<file path="src/rtl/cpu_pkg.sv">
// Shared constants and encodings for the PC / branch-resolution stage.
package cpu_pkg;

    localparam int unsigned    DEF_PC_W     = 8;
    localparam int unsigned    DEF_OFF_W    = 8;
    localparam logic [7:0]     DEF_RESET_PC = 8'h00;

    typedef enum logic {
        ST_RUN  = 1'b0,
        ST_HALT = 1'b1
    } state_e;

    typedef enum logic [2:0] {
        SEL_INC,
        SEL_REL,
        SEL_ABS,
        SEL_LINK,
        SEL_HOLD
    } sel_e;

endpackage

</file>
<file path="src/rtl/pc_next_mux.sv">
// Priority resolution of the next PC from decoded strobes and the comparator flag.
module pc_next_mux
    import cpu_pkg::*;
#(
    parameter int unsigned PC_W  = DEF_PC_W,
    parameter int unsigned OFF_W = DEF_OFF_W
) (
    input  logic             halt_req,
    input  logic             ret,
    input  logic             call,
    input  logic             jump,
    input  logic             br_eq,
    input  logic             br_ne,
    input  logic             zero,
    input  logic [PC_W-1:0]  pc,
    input  logic [OFF_W-1:0] offset,
    input  logic [PC_W-1:0]  target,
    input  logic [PC_W-1:0]  link,
    output logic [PC_W-1:0]  next_pc,
    output logic             redirect,
    output logic             load_link
);

    sel_e            sel;
    logic [PC_W-1:0] pc_inc;
    logic [PC_W-1:0] off_ext;

    assign pc_inc  = pc + PC_W'(1);
    assign off_ext = PC_W'($signed(offset));

    always_comb begin
        sel = SEL_INC;
        if (halt_req) begin
            sel = SEL_HOLD;
        end else if (ret) begin
            sel = SEL_LINK;
        end else if (call || jump) begin
            sel = SEL_ABS;
        end else if ((br_eq && zero) || (br_ne && !zero)) begin
            sel = SEL_REL;
        end
    end

    always_comb begin
        next_pc = pc_inc;
        unique case (sel)
            SEL_HOLD: next_pc = pc;
            SEL_LINK: next_pc = link;
            SEL_ABS:  next_pc = target;
            // Relative branches are taken from the fall-through address.
            SEL_REL:  next_pc = pc_inc + off_ext;
            default:  next_pc = pc_inc;
        endcase
    end

    assign redirect  = (sel == SEL_LINK) || (sel == SEL_ABS) || (sel == SEL_REL);
    assign load_link = (sel == SEL_ABS) && call;

endmodule

</file>
<file path="src/rtl/pc_branch_unit.sv">
// PC register, link register and RUN/HALT state; next-PC choice lives in pc_next_mux.
module pc_branch_unit
    import cpu_pkg::*;
#(
    parameter int unsigned     PC_W     = DEF_PC_W,
    parameter int unsigned     OFF_W    = DEF_OFF_W,
    parameter logic [PC_W-1:0] RESET_PC = PC_W'(DEF_RESET_PC)
) (
    input  logic             clk,
    input  logic             rst,
    input  logic             en,
    input  logic             zero,
    input  logic             br_eq,
    input  logic             br_ne,
    input  logic             jump,
    input  logic             call,
    input  logic             ret,
    input  logic             halt_req,
    input  logic [OFF_W-1:0] offset,
    input  logic [PC_W-1:0]  target,
    output logic [PC_W-1:0]  pc,
    output logic [PC_W-1:0]  pc_plus1,
    output logic [PC_W-1:0]  link,
    output logic             taken,
    output logic             halted
);

    state_e          state_q, state_d;
    logic [PC_W-1:0] pc_q, pc_d;
    logic [PC_W-1:0] link_q, link_d;
    logic            taken_q, taken_d;

    logic [PC_W-1:0] next_pc;
    logic            redirect;
    logic            load_link;

    pc_next_mux #(
        .PC_W  (PC_W),
        .OFF_W (OFF_W)
    ) u_pc_next_mux (
        .halt_req  (halt_req),
        .ret       (ret),
        .call      (call),
        .jump      (jump),
        .br_eq     (br_eq),
        .br_ne     (br_ne),
        .zero      (zero),
        .pc        (pc_q),
        .offset    (offset),
        .target    (target),
        .link      (link_q),
        .next_pc   (next_pc),
        .redirect  (redirect),
        .load_link (load_link)
    );

    always_comb begin
        state_d = state_q;
        pc_d    = pc_q;
        link_d  = link_q;
        taken_d = 1'b0;
        if (state_q == ST_RUN && en) begin
            pc_d    = next_pc;
            taken_d = redirect;
            if (load_link) begin
                link_d = pc_plus1;
            end
            if (halt_req) begin
                state_d = ST_HALT;
            end
        end
    end

    always_ff @(posedge clk) begin
        if (rst) begin
            state_q <= ST_RUN;
            pc_q    <= RESET_PC;
            link_q  <= '0;
            taken_q <= 1'b0;
        end else begin
            state_q <= state_d;
            pc_q    <= pc_d;
            link_q  <= link_d;
            taken_q <= taken_d;
        end
    end

    assign pc       = pc_q;
    assign pc_plus1 = pc_q + PC_W'(1);
    assign link     = link_q;
    assign taken    = taken_q;
    assign halted   = (state_q == ST_HALT);

endmodule
</file>
<file path="config.mk">
export PLATFORM = sky130hd
export DESIGN_NAME = pc_branch_unit
export DESIGN_NICKNAME = d
export VERILOG_FILES = /design/src/rtl/cpu_pkg.sv /design/src/rtl/pc_next_mux.sv /design/src/rtl/pc_branch_unit.sv
export SDC_FILE = /design/constraint.sdc
export NUM_CORES = 1
export LEC_CHECK = 0
export CAP_MARGIN = 10
export CORE_MARGIN = 2
export CORE_UTILIZATION = 40
export DETAILED_ROUTE_END_ITERATION = 7
export PLACE_DENSITY = 0.75
export SLEW_MARGIN = 10
export SYNTH_ARGS = -nofsm -noshare
export SYNTH_HDL_FRONTEND = slang
export SYNTH_SLANG_ARGS = --single-unit
</file>
<file path="constraint.sdc">
create_clock -name clk -period 4.5 [get_ports clk]
set_clock_uncertainty 0.1 [all_clocks]
set_input_delay 0.45 -clock clk [delete_from_list [all_inputs] [get_ports clk]]
set_output_delay 0.45 -clock clk [all_outputs]
set_load 0.01 [all_outputs]
</file>
==> flow_summary.html, run 1 <==
<table>
<tr><th>Metric</th><th>Value</th></tr>
<tr><th colspan="2">Run status</th></tr>
<tr><td>Run status</td><td>complete, no violations</td></tr>
<tr><th colspan="2">Floorplan</th></tr>
<tr><td>Die outline area</td><td>approximately 3800 um2</td></tr>
<tr><td>Effective utilization at floorplan</td><td>between 40% and 50%</td></tr>
<tr><td>I/O pin cnt</td><td>52</td></tr>
<tr><td>Horizontal die dimension</td><td>a little over 60 um</td></tr>
<tr><td>Vert. Die Dim</td><td>61.3 um</td></tr>
<tr><td>Number of cell rows</td><td>20</td></tr>
<tr><td>Area of the core</td><td>3080 um2</td></tr>
<tr><th colspan="2">Logic synthesis</th></tr>
<tr><td>FFs w/ async S/R, synth</td><td>0%</td></tr>
<tr><td>Cell types with the largest area share after synthesis</td><td>sky130_fd_sc_hd__dfxtp_1 27%, sky130_fd_sc_hd__ha_1 7.6%, sky130_fd_sc_hd__nor2_1 6.9%</td></tr>
<tr><td>Post-synthesis average cell area</td><td>roughly 8.7 um2</td></tr>
<tr><td>Area of the mapped netlist</td><td>between 1000 and 1500 um2</td></tr>
<tr><td>Sequential area share after synthesis</td><td>27.5%</td></tr>
<tr><td>FF+latch count, synth</td><td>18</td></tr>
<tr><td>Number of distinct library cells after synthesis</td><td>42</td></tr>
<tr><td>Number of synthesis warnings</td><td>0</td></tr>
<tr><td>Cell accounting for the most synthesized area</td><td>sky130_fd_sc_hd__dfxtp_1</td></tr>
<tr><td>Post-synth net total</td><td>about 190</td></tr>
<tr><td>Number of synthesized flops with an enable pin</td><td>0</td></tr>
<tr><td>Number of instances in the synthesized netlist</td><td>151</td></tr>
<tr><td>Area share of the largest cell type after synthesis</td><td>27.5%</td></tr>
<tr><td>Dominant synthesized flop cell</td><td>sky130_fd_sc_hd__dfxtp_1</td></tr>
<tr><th colspan="2">Placement</th></tr>
<tr><td>Placed Instances</td><td>242</td></tr>
<tr><td>Final GP Congestion</td><td>0.896</td></tr>
<tr><td>Post-place setup slack</td><td>1.94 ns</td></tr>
<tr><td>Number of buffers inserted by port buffering</td><td>51</td></tr>
<tr><td>HPWL after DPL</td><td>3100 um</td></tr>
<tr><th colspan="2">GRT</th></tr>
<tr><td>Antenna violations before repair</td><td>0</td></tr>
<tr><td>Vias in the first global route</td><td>1384</td></tr>
<tr><td>Total global-route track usage</td><td>23.2%</td></tr>
<tr><td>Wire length of the first global-routing pass</td><td>6490 um</td></tr>
<tr><td>Leftover overflow at the end of global routing</td><td>0</td></tr>
<tr><td>Pin count of the biggest net entering global routing</td><td>19</td></tr>
<tr><th colspan="2">Worst setup path</th></tr>
<tr><td>Start of the worst register-to-register path</td><td>pc[0]</td></tr>
<tr><td>Launch point of the worst path</td><td>pc[0]</td></tr>
<tr><td>Setup slack on the worst flop-to-flop path</td><td>1.97 ns</td></tr>
<tr><td>Worst Setup Path Type</td><td>reg2out</td></tr>
<tr><td>Kind of start point of the critical path</td><td>flip-flop</td></tr>
<tr><td>Required time of the critical path</td><td>3.95 ns</td></tr>
<tr><td>Critical Path End Type</td><td>primary output</td></tr>
<tr><td>Max Fanout on Critical Path</td><td>7</td></tr>
<tr><td>Data arrival time at the worst-slack endpoint</td><td>2.23 ns</td></tr>
<tr><th colspan="2">Clock tree</th></tr>
<tr><td>CTS tree</td><td>built</td></tr>
<tr><td>CTS clock-pin slew for the worst setup and hold paths</td><td>~0.11 ns</td></tr>
<tr><td>Num CTS Buffers</td><td>3</td></tr>
<tr><td>Maximum count of clock buffers along a single path</td><td>2</td></tr>
<tr><td>CTS HTree Levels</td><td>1</td></tr>
<tr><td>CTS-repair resized insts</td><td>0</td></tr>
<tr><td>Root Driver</td><td>sky130_fd_sc_hd__clkbuf_4</td></tr>
<tr><td>Worst-skew pair later-pin latency</td><td>between 0.3 and 0.4 ns</td></tr>
<tr><td>Number of clock sinks</td><td>18</td></tr>
<tr><td>Hold buffer count at CTS</td><td>0</td></tr>
<tr><td>Post-CTS repair timing setup buffer count</td><td>0</td></tr>
<tr><th colspan="2">Layout</th></tr>
<tr><td>Number of fillers in the final layout</td><td>289</td></tr>
<tr><td>Diode count</td><td>0</td></tr>
<tr><td>Signed area change from the synthesized netlist to the final layout</td><td>44.0%</td></tr>
<tr><td>Ratio of cells with drive above 1 in the final layout</td><td>5.45%</td></tr>
<tr><td>Post-route insts no fill</td><td>246</td></tr>
<tr><td>Footprint of the multi-input gates</td><td>906 um2</td></tr>
<tr><td>Net count reported at finish</td><td>238</td></tr>
<tr><td>Reg area</td><td>~360 um2</td></tr>
<tr><td>Share of the core filled with cells in the final layout</td><td>61.4%</td></tr>
<tr><th colspan="2">Min path</th></tr>
<tr><td>Worst hold path class</td><td>reg2reg</td></tr>
<tr><td>Worst Min Path Start</td><td>link[0]</td></tr>
<tr><th colspan="2">STA</th></tr>
<tr><td>Post-route setup slack</td><td>1.72 ns</td></tr>
<tr><td>Worst-margin pin slew</td><td>0.739 ns</td></tr>
<tr><td>Time the final worst path needs with I/O delays and setup</td><td>2.78 ns</td></tr>
<tr><td>Post-route clock period utilization</td><td>approximately three fifths</td></tr>
<tr><td>Hold Fails Final Rpt</td><td>0</td></tr>
<tr><td>Achievable Freq</td><td>0.360 GHz</td></tr>
<tr><td>Number of failing setup endpoints in the final timing report</td><td>0</td></tr>
<tr><td>Setup repair after global routing missed its margin</td><td>no</td></tr>
<tr><td>Post-route setup TNS</td><td>0 ns</td></tr>
<tr><td>Tightest slew margin relative to the limit</td><td>between 50% and 60%</td></tr>
<tr><td>Max Slew Vio Count</td><td>0</td></tr>
<tr><th colspan="2">Power and ir drop</th></tr>
<tr><td>Cell internal pwr</td><td>0.000291 W</td></tr>
<tr><td>Peak supply drop</td><td>0.138 mV</td></tr>
<tr><td>Gate power share</td><td>34.2%</td></tr>
<tr><td>Part of the total power dissipated in sequential elements</td><td>a little over 40%</td></tr>
<tr><td>Clock share of power</td><td>about 25%</td></tr>
<tr><td>Proportion of total power due to net switching</td><td>31.9%</td></tr>
<tr><td>Net switching power of the design</td><td>0.000137 W</td></tr>
<tr><td>Power per cell area</td><td>226 nW/um2</td></tr>
<tr><td>Static leakage</td><td>0.745 nW</td></tr>
<tr><th colspan="2">Routing</th></tr>
<tr><td>Number of nets with antenna violations after routing</td><td>0</td></tr>
<tr><td>Drt total wl</td><td>4030 um</td></tr>
<tr><td>Average wire length per cell after detail routing</td><td>16.4 um</td></tr>
<tr><td>Post-route DRC violation count</td><td>0</td></tr>
<tr><td>Via count</td><td>1398</td></tr>
<tr><td>Detail-routed via count per cell</td><td>5.68</td></tr>
<tr><td>DR iter-0 viols</td><td>76</td></tr>
<tr><td>Number of detailed-route iterations in the first pass</td><td>5</td></tr>
<tr><th colspan="2">Flow run</th></tr>
<tr><td>Maximum capacitance violations</td><td>0</td></tr>
</table>
[path summary, 6_finish.rpt]
check | endpoint | cells after the start
max | pc_plus1[4] | 4
min | link[0] | 2
max reg2reg | pc[4] | 9
min reg2reg | link[0] | 2
[routing by layer]
layer,routed length [um],global-route usage [%],vias to the layer above
met5,0,0,-
met4,17,4.35,0
li1,-,-,666
met2,2060,38.9,75
met1,1630,31.6,655
met3,324,3.99,2
[cell families (layout without fill, tap and decap cells)]
logic type,Yosys count,after routing,synth area share (%)
flip-flops,18,18,27.5
multiplexers,7,7,5.72
AO/OA/AOI/OAI,40,40,22.1
buffers and inverters,10,61,3.53
adder cells (fa/ha/maj),9,9,9.15
AND/OR/NAND/NOR,55,55,23.0
XOR/XNOR,12,12,9.06
[power groups by stage]
stage	Combinational, W	Clock, W	Sequential, W
floorplan	0.0000770	0	0.000179
global placement	0.000142	0	0.000177
detailed placement	0.000144	0	0.000178
CTS	0.000145	0.000107	0.000174
global route	0.000159	0.000113	0.000176
finish	0.000147	0.000107	0.000175
[flip-flops by register name, summed over array words and instances, names as in the netlist]
signal	flops
link	8
halted	1
pc	8
taken	1
[critical path: stages (launching register included)]
cell and delay (ns):
sky130_fd_sc_hd__dfxtp_1 0.46, sky130_fd_sc_hd__ha_1 0.25, sky130_fd_sc_hd__nand3_1 0.12, sky130_fd_sc_hd__xnor2_1 0.45, sky130_fd_sc_hd__clkdlybuf4s50_1 0.64
[area by class of cell]
cell class | count | share of cell area, %
Multi-Input combinational cell | 123 | 47.9
Sequential cell | 18 | 19.1
Timing Repair Buffer | 51 | 27.0
Clock buffer | 4 | 1.92
Tap cell | 44 | 2.91
Inverter | 6 | 1.19
[cells in the final DEF (no fill, tap or decap), types with 4 or more instances in the layout]
cell type and n:
sky130_fd_sc_hd__xor2_1 6, sky130_fd_sc_hd__a221oi_1 4, sky130_fd_sc_hd__xnor2_1 5, sky130_fd_sc_hd__nor3_1 5
sky130_fd_sc_hd__nor2_1 24, sky130_fd_sc_hd__dfxtp_1 18, sky130_fd_sc_hd__mux2i_1 6, sky130_fd_sc_hd__a21oi_1 9
sky130_fd_sc_hd__a211oi_1 7, sky130_fd_sc_hd__a221o_1 4, sky130_fd_sc_hd__clkdlybuf4s50_1 51, sky130_fd_sc_hd__nand3_1 5
sky130_fd_sc_hd__and3_1 4, sky130_fd_sc_hd__inv_1 6, sky130_fd_sc_hd__ha_1 8
[per-stage QoR]
stage | instance area, um2 | power (W) | hold WS [ns]
after floorplan | 1310 | 0.000256 | 0.431
after global placement | 1850 | 0.000319 | 0.403
after detailed placement | 1850 | 0.000322 | 0.410
after CTS | 1890 | 0.000426 | 0.436
after global routing | 1890 | 0.000448 | 0.471
final | 1890 | 0.000428 | 0.445
[synth_stat cells, types with 3 or more instances]
cell	number
sky130_fd_sc_hd__nor2_1	24
sky130_fd_sc_hd__dfxtp_1	18
sky130_fd_sc_hd__a21oi_1	9
sky130_fd_sc_hd__ha_1	8
sky130_fd_sc_hd__a211oi_1	7
sky130_fd_sc_hd__inv_1	6
sky130_fd_sc_hd__mux2i_1	6
sky130_fd_sc_hd__xor2_1	6
sky130_fd_sc_hd__nand3_1	5
sky130_fd_sc_hd__nor3_1	5
sky130_fd_sc_hd__xnor2_1	5
sky130_fd_sc_hd__a221o_1	4
sky130_fd_sc_hd__a221oi_1	4
sky130_fd_sc_hd__and3_1	4
sky130_fd_sc_hd__a31oi_1	3
sky130_fd_sc_hd__nor3b_1	3
sky130_fd_sc_hd__o21ai_1	3
Power figures use the tool's default switching activity.
==> inputs of run 2 (changes only) <==
Clock period 4.5 ns to 2.9 ns, I/O delays scaled along.
==> flow_summary.html, run 2 (synthesis results as in run 1) <==
<table>
<tr><th>Metric</th><th>Value</th></tr>
<tr><th colspan="2">Power and ir drop</th></tr>
<tr><td>Power per cell area</td><td>334 nW/um2</td></tr>
<tr><td>Static leakage</td><td>~0.74 nW</td></tr>
<tr><td>Power consumption</td><td>about 0.00063 W</td></tr>
<tr><td>Peak supply drop</td><td>0.203 mV</td></tr>
<tr><th colspan="2">Layout</th></tr>
<tr><td>Leading cell types in the layout, fill and taps excluded</td><td>51 x sky130_fd_sc_hd__clkdlybuf4s50_1, 24 x sky130_fd_sc_hd__nor2_1, 18 x sky130_fd_sc_hd__dfxtp_1, 9 x sky130_fd_sc_hd__a21oi_1, 8 x sky130_fd_sc_hd__ha_1</td></tr>
<tr><td>Net count reported at finish</td><td>239</td></tr>
<tr><td>Post-route insts no fill</td><td>between 200 and 250</td></tr>
<tr><td>Ratio of cells with drive above 1 in the final layout</td><td>between 5 and 6%</td></tr>
<tr><td>Signed area change from the synthesized netlist to the final layout</td><td>43.6%</td></tr>
<tr><td>Most common cell after layout, fill and taps aside</td><td>sky130_fd_sc_hd__clkdlybuf4s50_1</td></tr>
<tr><td>Diode count</td><td>0</td></tr>
<tr><td>Number of fillers in the final layout</td><td>279</td></tr>
<tr><th colspan="2">Clock tree</th></tr>
<tr><td>Root Driver</td><td>sky130_fd_sc_hd__clkbuf_4</td></tr>
<tr><td>CTS HTree Levels</td><td>1</td></tr>
<tr><td>Worst-skew pair later-pin latency</td><td>0.30 ns</td></tr>
<tr><td>Post-CTS repair timing setup buffer count</td><td>0</td></tr>
<tr><td>Maximum count of clock buffers along a single path</td><td>2</td></tr>
<tr><td>CTS-repair resized insts</td><td>0</td></tr>
<tr><td>CTS tree</td><td>built</td></tr>
<tr><td>CTS clock-pin slew for the worst setup and hold paths</td><td>~0.10 ns</td></tr>
<tr><td>Number of clock sinks</td><td>18</td></tr>
<tr><td>Num CTS Buffers</td><td>3</td></tr>
<tr><td>Hold buffer count at CTS</td><td>0</td></tr>
<tr><th colspan="2">STA</th></tr>
<tr><td>Time the final worst path needs with I/O delays and setup</td><td>2.61 ns</td></tr>
<tr><td>Post-route setup TNS</td><td>0 ns</td></tr>
<tr><td>Post-route clock period utilization</td><td>89.9%</td></tr>
<tr><td>Number of failing setup endpoints in the final timing report</td><td>0</td></tr>
<tr><td>Achievable Freq</td><td>around 0.38 GHz</td></tr>
<tr><td>Setup repair after global routing missed its margin</td><td>no</td></tr>
<tr><td>Tightest slew margin relative to the limit</td><td>50.6%</td></tr>
<tr><td>Hold Fails Final Rpt</td><td>0</td></tr>
<tr><td>Max Slew Vio Count</td><td>0</td></tr>
<tr><td>Worst-margin pin slew</td><td>between 0.7 and 0.8 ns</td></tr>
<tr><th colspan="2">Routing</th></tr>
<tr><td>DR iter-0 viols</td><td>51</td></tr>
<tr><td>Number of detailed-route iterations in the first pass</td><td>4</td></tr>
<tr><td>Post-route DRC violation count</td><td>0</td></tr>
<tr><td>Detail-routed via count per cell</td><td>5.60</td></tr>
<tr><td>Number of nets with antenna violations after routing</td><td>0</td></tr>
<tr><td>Average wire length per cell after detail routing</td><td>16.0 um</td></tr>
<tr><td>Via count</td><td>approximately 1400</td></tr>
<tr><td>Drt total wl</td><td>roughly 3900 um</td></tr>
<tr><th colspan="2">Worst setup path</th></tr>
<tr><td>Required time of the critical path</td><td>2.96 ns</td></tr>
<tr><td>Worst Setup Path Type</td><td>reg2reg</td></tr>
<tr><td>Start of the worst register-to-register path</td><td>pc[1]</td></tr>
<tr><td>Critical Path End Type</td><td>flip-flop</td></tr>
<tr><td>Data arrival time at the worst-slack endpoint</td><td>2.67 ns</td></tr>
<tr><td>Kind of start point of the critical path</td><td>flip-flop</td></tr>
<tr><td>Max Fanout on Critical Path</td><td>6</td></tr>
<tr><td>Launch point of the worst path</td><td>pc[1]</td></tr>
<tr><th colspan="2">Placement</th></tr>
<tr><td>Placed Instances</td><td>243</td></tr>
<tr><td>Final GP Congestion</td><td>~0.88</td></tr>
<tr><td>HPWL after DPL</td><td>between 3000 and 4000 um</td></tr>
<tr><td>Number of buffers inserted by port buffering</td><td>51</td></tr>
<tr><th colspan="2">GRT</th></tr>
<tr><td>Pin count of the biggest net entering global routing</td><td>19</td></tr>
<tr><td>Leftover overflow at the end of global routing</td><td>0</td></tr>
<tr><td>Vias in the first global route</td><td>1338</td></tr>
<tr><td>Antenna violations before repair</td><td>0</td></tr>
<tr><td>Wire length of the first global-routing pass</td><td>6220 um</td></tr>
<tr><td>Total global-route track usage</td><td>22.4%</td></tr>
<tr><th colspan="2">Floorplan</th></tr>
<tr><td>Horizontal die dimension</td><td>61.3 um</td></tr>
<tr><td>Effective utilization at floorplan</td><td>42.6%</td></tr>
<tr><td>Die outline area</td><td>3760 um2</td></tr>
<tr><td>Vert. Die Dim</td><td>61.3 um</td></tr>
<tr><td>I/O pin cnt</td><td>52</td></tr>
<tr><td>Area of the core</td><td>3080 um2</td></tr>
<tr><td>Number of cell rows</td><td>20</td></tr>
<tr><th colspan="2">Min path</th></tr>
<tr><td>Worst hold path class</td><td>reg2reg</td></tr>
<tr><td>Worst Min Path Start</td><td>link[1]</td></tr>
<tr><th colspan="2">Run status</th></tr>
<tr><td>Run status</td><td>complete, no violations</td></tr>
<tr><th colspan="2">Flow run</th></tr>
<tr><td>Maximum capacitance violations</td><td>0</td></tr>
</table>
[run 2: critical path, stage by stage, from the launching register on]
cell and delay (ns):
sky130_fd_sc_hd__dfxtp_1 0.44, sky130_fd_sc_hd__ha_1 0.25, sky130_fd_sc_hd__xor2_1 0.40, sky130_fd_sc_hd__ha_1 0.36, sky130_fd_sc_hd__nor2b_1 0.15, sky130_fd_sc_hd__o21ai_0 0.14
sky130_fd_sc_hd__nand2b_1 0.11, sky130_fd_sc_hd__xor2_1 0.17, sky130_fd_sc_hd__a221oi_1 0.28, sky130_fd_sc_hd__nor3_1 0.08
[run 2: worst paths after layout]
check,end,slack [ns],depth (start not counted)
worst max register to register,pc[4],0.29,9
worst min-delay path,link[1],0.44,2
worst max-delay path,pc[4],0.29,9
worst min register to register,link[1],0.44,2
[run 2: final cells by class]
type | count | area [um2] | share of cell area [%]
Multi-Input combinational cell | 123 | 906 | 48.1
Sequential cell | 18 | 360 | 19.1
Tap cell | 44 | 55.1 | 2.92
Timing Repair Buffer | 52 | 518 | 27.5
Clock buffer | 3 | 22.5 | 1.20
Inverter | 6 | 22.5 | 1.20
[run 2: through the flow]
step                      util, %  worst slack [ns]  hold slack (ns)  cell area, um2
after floorplan                 -             0.503            0.331            1310
after global placement       60.5             0.382            0.402            1860
after detailed placement     60.5             0.329            0.416            1860
after CTS                    61.2             0.310            0.442            1880
after global routing         61.2            0.0641            0.457            1880
final                        61.2             0.294            0.440            1880
[run 2: where the power goes]
part	switching (W)	internal [W]	total, W
clock	0.0000828	0.0000485	0.000131
sequential	0.0000127	0.000257	0.000270
combinational	0.000110	0.000119	0.000229
[run 2: layer usage]
| metal | routed length [um] | part of all wire, % | GRT usage, % |
|---|---|---|---|
| met1 | 1680 | 43 | 29.8 |
| met2 | 1950 | 49 | 36.8 |
| met3 | 241 | 6.1 | 4.41 |
| met4 | 65 | 1.7 | 6.52 |
| met5 | 0 | 0 | 0 |
==> inputs of run 3 (changes only) <==
Settings changed: CORE_MARGIN 2 to unset, CTS_CLUSTER_DIAMETER set to 200.
Clock period 2.9 ns to 2.75 ns, I/O delays scaled along.
==> flow_summary.html, run 3 (synthesis results as in run 1) <==
<table>
<tr><th>Metric</th><th>Value</th></tr>
<tr><th colspan="2">Layout</th></tr>
<tr><td>Diode count</td><td>0</td></tr>
<tr><td>Leading cell types in the layout, fill and taps excluded</td><td>51 x sky130_fd_sc_hd__clkdlybuf4s50_1, 24 x sky130_fd_sc_hd__nor2_1, 17 x sky130_fd_sc_hd__dfxtp_1, 9 x sky130_fd_sc_hd__a21oi_1, 8 x sky130_fd_sc_hd__ha_1</td></tr>
<tr><td>Footprint of the multi-input gates</td><td>913 um2</td></tr>
<tr><td>Net count reported at finish</td><td>243</td></tr>
<tr><td>Ratio of cells with drive above 1 in the final layout</td><td>under 10%</td></tr>
<tr><td>Reg area</td><td>362 um2</td></tr>
<tr><td>Post-route insts no fill</td><td>251</td></tr>
<tr><td>Number of fillers in the final layout</td><td>approximately 290</td></tr>
<tr><td>Most common cell after layout, fill and taps aside</td><td>sky130_fd_sc_hd__clkdlybuf4s50_1</td></tr>
<tr><td>Signed area change from the synthesized netlist to the final layout</td><td>47.6%</td></tr>
<tr><th colspan="2">Floorplan</th></tr>
<tr><td>I/O pin cnt</td><td>52</td></tr>
<tr><td>Number of cell rows</td><td>20</td></tr>
<tr><td>Horizontal die dimension</td><td>59.3 um</td></tr>
<tr><td>Vert. Die Dim</td><td>~59 um</td></tr>
<tr><td>Effective utilization at floorplan</td><td>42.6%</td></tr>
<tr><td>Die outline area</td><td>3510 um2</td></tr>
<tr><td>Area of the core</td><td>3080 um2</td></tr>
<tr><th colspan="2">STA</th></tr>
<tr><td>Post-route clock period utilization</td><td>92.9%</td></tr>
<tr><td>Max Slew Vio Count</td><td>0</td></tr>
<tr><td>Tightest slew margin relative to the limit</td><td>50.2%</td></tr>
<tr><td>Hold Fails Final Rpt</td><td>0</td></tr>
<tr><td>Number of failing setup endpoints in the final timing report</td><td>0</td></tr>
<tr><td>Time the final worst path needs with I/O delays and setup</td><td>between 2 and 3 ns</td></tr>
<tr><td>Worst-margin pin slew</td><td>0.744 ns</td></tr>
<tr><td>Achievable Freq</td><td>0.391 GHz</td></tr>
<tr><th colspan="2">Min path</th></tr>
<tr><td>Worst hold path class</td><td>reg2reg</td></tr>
<tr><td>Cell depth of the worst min-delay path</td><td>2</td></tr>
<tr><th colspan="2">Power and ir drop</th></tr>
<tr><td>Power per cell area</td><td>366 nW/um2</td></tr>
<tr><td>Power consumption</td><td>0.000709 W</td></tr>
<tr><td>Peak supply drop</td><td>around 0.2 mV</td></tr>
<tr><td>Static leakage</td><td>between 0.7 and 0.8 nW</td></tr>
<tr><th colspan="2">Clock tree</th></tr>
<tr><td>Worst-skew pair later-pin latency</td><td>0.30 ns</td></tr>
<tr><td>Post-CTS repair timing setup buffer count</td><td>0</td></tr>
<tr><td>CTS tree</td><td>built</td></tr>
<tr><td>Root Driver</td><td>sky130_fd_sc_hd__clkbuf_4</td></tr>
<tr><td>CTS HTree Levels</td><td>1</td></tr>
<tr><td>Maximum count of clock buffers along a single path</td><td>2</td></tr>
<tr><td>CTS clock-pin slew for the worst setup and hold paths</td><td>approximately 0.12 ns</td></tr>
<tr><td>Num CTS Buffers</td><td>3</td></tr>
<tr><td>Number of clock sinks</td><td>18</td></tr>
<tr><th colspan="2">Placement</th></tr>
<tr><td>HPWL after DPL</td><td>3120 um</td></tr>
<tr><td>Placed Instances</td><td>247</td></tr>
<tr><td>Final GP Congestion</td><td>between 0.8 and 0.9</td></tr>
<tr><td>Number of buffers inserted by port buffering</td><td>~50</td></tr>
<tr><th colspan="2">Routing</th></tr>
<tr><td>DR iter-0 viols</td><td>74</td></tr>
<tr><td>Number of nets with antenna violations after routing</td><td>0</td></tr>
<tr><td>Number of detailed-route iterations in the first pass</td><td>4</td></tr>
<tr><td>Average wire length per cell after detail routing</td><td>about 16 um</td></tr>
<tr><td>Via count</td><td>1429</td></tr>
<tr><td>Post-route DRC violation count</td><td>0</td></tr>
<tr><td>Drt total wl</td><td>about 4000 um</td></tr>
<tr><td>Detail-routed via count per cell</td><td>5.69</td></tr>
<tr><th colspan="2">GRT</th></tr>
<tr><td>Leftover overflow at the end of global routing</td><td>0</td></tr>
<tr><td>Wire length of the first global-routing pass</td><td>6270 um</td></tr>
<tr><td>Pin count of the biggest net entering global routing</td><td>19</td></tr>
<tr><td>Antenna violations before repair</td><td>0</td></tr>
<tr><td>Total global-route track usage</td><td>23.7%</td></tr>
<tr><td>Vias in the first global route</td><td>~1300</td></tr>
<tr><th colspan="2">Worst setup path</th></tr>
<tr><td>Endpoint of the most critical setup path</td><td>pc[4]</td></tr>
<tr><td>Highest-delay cell along the critical path</td><td>sky130_fd_sc_hd__dfxtp_1</td></tr>
<tr><td>Endpoint of the lowest-slack register-to-register path</td><td>pc[4]</td></tr>
<tr><td>Critical Path End Type</td><td>flip-flop</td></tr>
<tr><td>Slowest cell delay on critical path</td><td>~0.45 ns</td></tr>
<tr><td>Required time of the critical path</td><td>2.81 ns</td></tr>
<tr><td>Cell count along the critical path</td><td>9</td></tr>
<tr><td>Buffers &amp; Inverters on Critical Path</td><td>0</td></tr>
<tr><td>R2R depth</td><td>9</td></tr>
<tr><td>Top cell family by delay on the critical path</td><td>adder cells</td></tr>
<tr><td>Max Fanout on Critical Path</td><td>6</td></tr>
<tr><td>Start of the worst register-to-register path</td><td>pc[1]</td></tr>
<tr><td>Cells traversed along the worst timing path</td><td>ha_1, xor2_2, ha_1, nor2b_1, o21ai_0, nand2b_1, xor2_1, a221oi_1, nor3_1</td></tr>
<tr><td>Kind of start point of the critical path</td><td>flip-flop</td></tr>
<tr><td>Most common cell on crit path</td><td>sky130_fd_sc_hd__ha_1</td></tr>
<tr><td>Worst Setup Path Type</td><td>reg2reg</td></tr>
<tr><td>Data arrival time at the worst-slack endpoint</td><td>2.61 ns</td></tr>
<tr><td>Launch point of the worst path</td><td>pc[1]</td></tr>
<tr><td>Setup slack on the worst flop-to-flop path</td><td>0.20 ns</td></tr>
<tr><th colspan="2">Flow run</th></tr>
<tr><td>Maximum capacitance violations</td><td>0</td></tr>
<tr><th colspan="2">Run status</th></tr>
<tr><td>Run status</td><td>complete, no violations</td></tr>
</table>
[run 3: cell count changes in the layout (fill, tap and decap cells not counted)]
cell and change:
sky130_fd_sc_hd__xor2_1 -1, sky130_fd_sc_hd__dfxtp_2 +1, sky130_fd_sc_hd__buf_4 +4, sky130_fd_sc_hd__xor2_2 +1
sky130_fd_sc_hd__dfxtp_1 -1, sky130_fd_sc_hd__clkbuf_8 +1
[run 3: where the power goes]
part | internal [W] | total [W] | switching [W]
logic | 0.000130 | 0.000250 | 0.000119
clock network | 0.0000807 | 0.000175 | 0.0000944
registers | 0.000272 | 0.000284 | 0.0000122
total | 0.000483 | 0.000709 | 0.000226
[run 3: cell type report]
cell class	count	area share, %
Tap cell	44	2.84
Multi-Input combinational cell	123	47.2
Inverter	6	1.16
Sequential cell	18	18.7
Timing Repair Buffer	56	28.3
Clock buffer	4	1.87
[run 3: routing by layer]
metal	vias to the layer above	track usage (%)	share of wire [%]
met5	-	0	0
met4	0	7.82	0.48
met3	2	2.40	4.6
met2	50	38.2	50
met1	699	33.0	45
li1	678	-	-
[run 3: stage by stage]
step / worst slack (ns) / TNS (ns) / hold slack, ns / area [um2] / utilization, %
2_1_floorplan: 0.353 / 0 / 0.316 / 1310 / -
3_3_place_gp: 0.203 / 0 / 0.404 / 1890 / 61.5
3_5_place_dp: 0.126 / 0 / 0.414 / 1890 / 61.5
4_1_cts: 0.101 / 0 / 0.436 / 1930 / 62.6
5_1_grt: -0.0111 / -0.0111 / 0.453 / 1940 / 62.9
6_report: 0.195 / 0 / 0.435 / 1940 / 62.9
[run 3: worst min-delay path by stage]
stage             start       to  slack (ns)
6_report        link[3]  link[3]        0.43
5_1_grt         link[3]  link[3]        0.45
4_1_cts         link[3]  link[3]        0.44
3_5_place_dp    link[3]  link[3]        0.41
3_3_place_gp    link[3]  link[3]        0.40
2_1_floorplan  halt_req   halted        0.32
[run 3: worst min-delay path: cells and delay by family, from the launching register on]
kind               cells  cell delay, ns
AOI/OAI and AO/OA      1            0.05
DFF                    1            0.35
and+or+nand+nor        1            0.10
[run 3: what timing repair did]
action / in CTS / in global routing
hold buffers: 0 / 0
endpoints found under the hold margin: 0 / 0
resized for setup: 0 / 2
setup endpoints to repair: 0 / 1
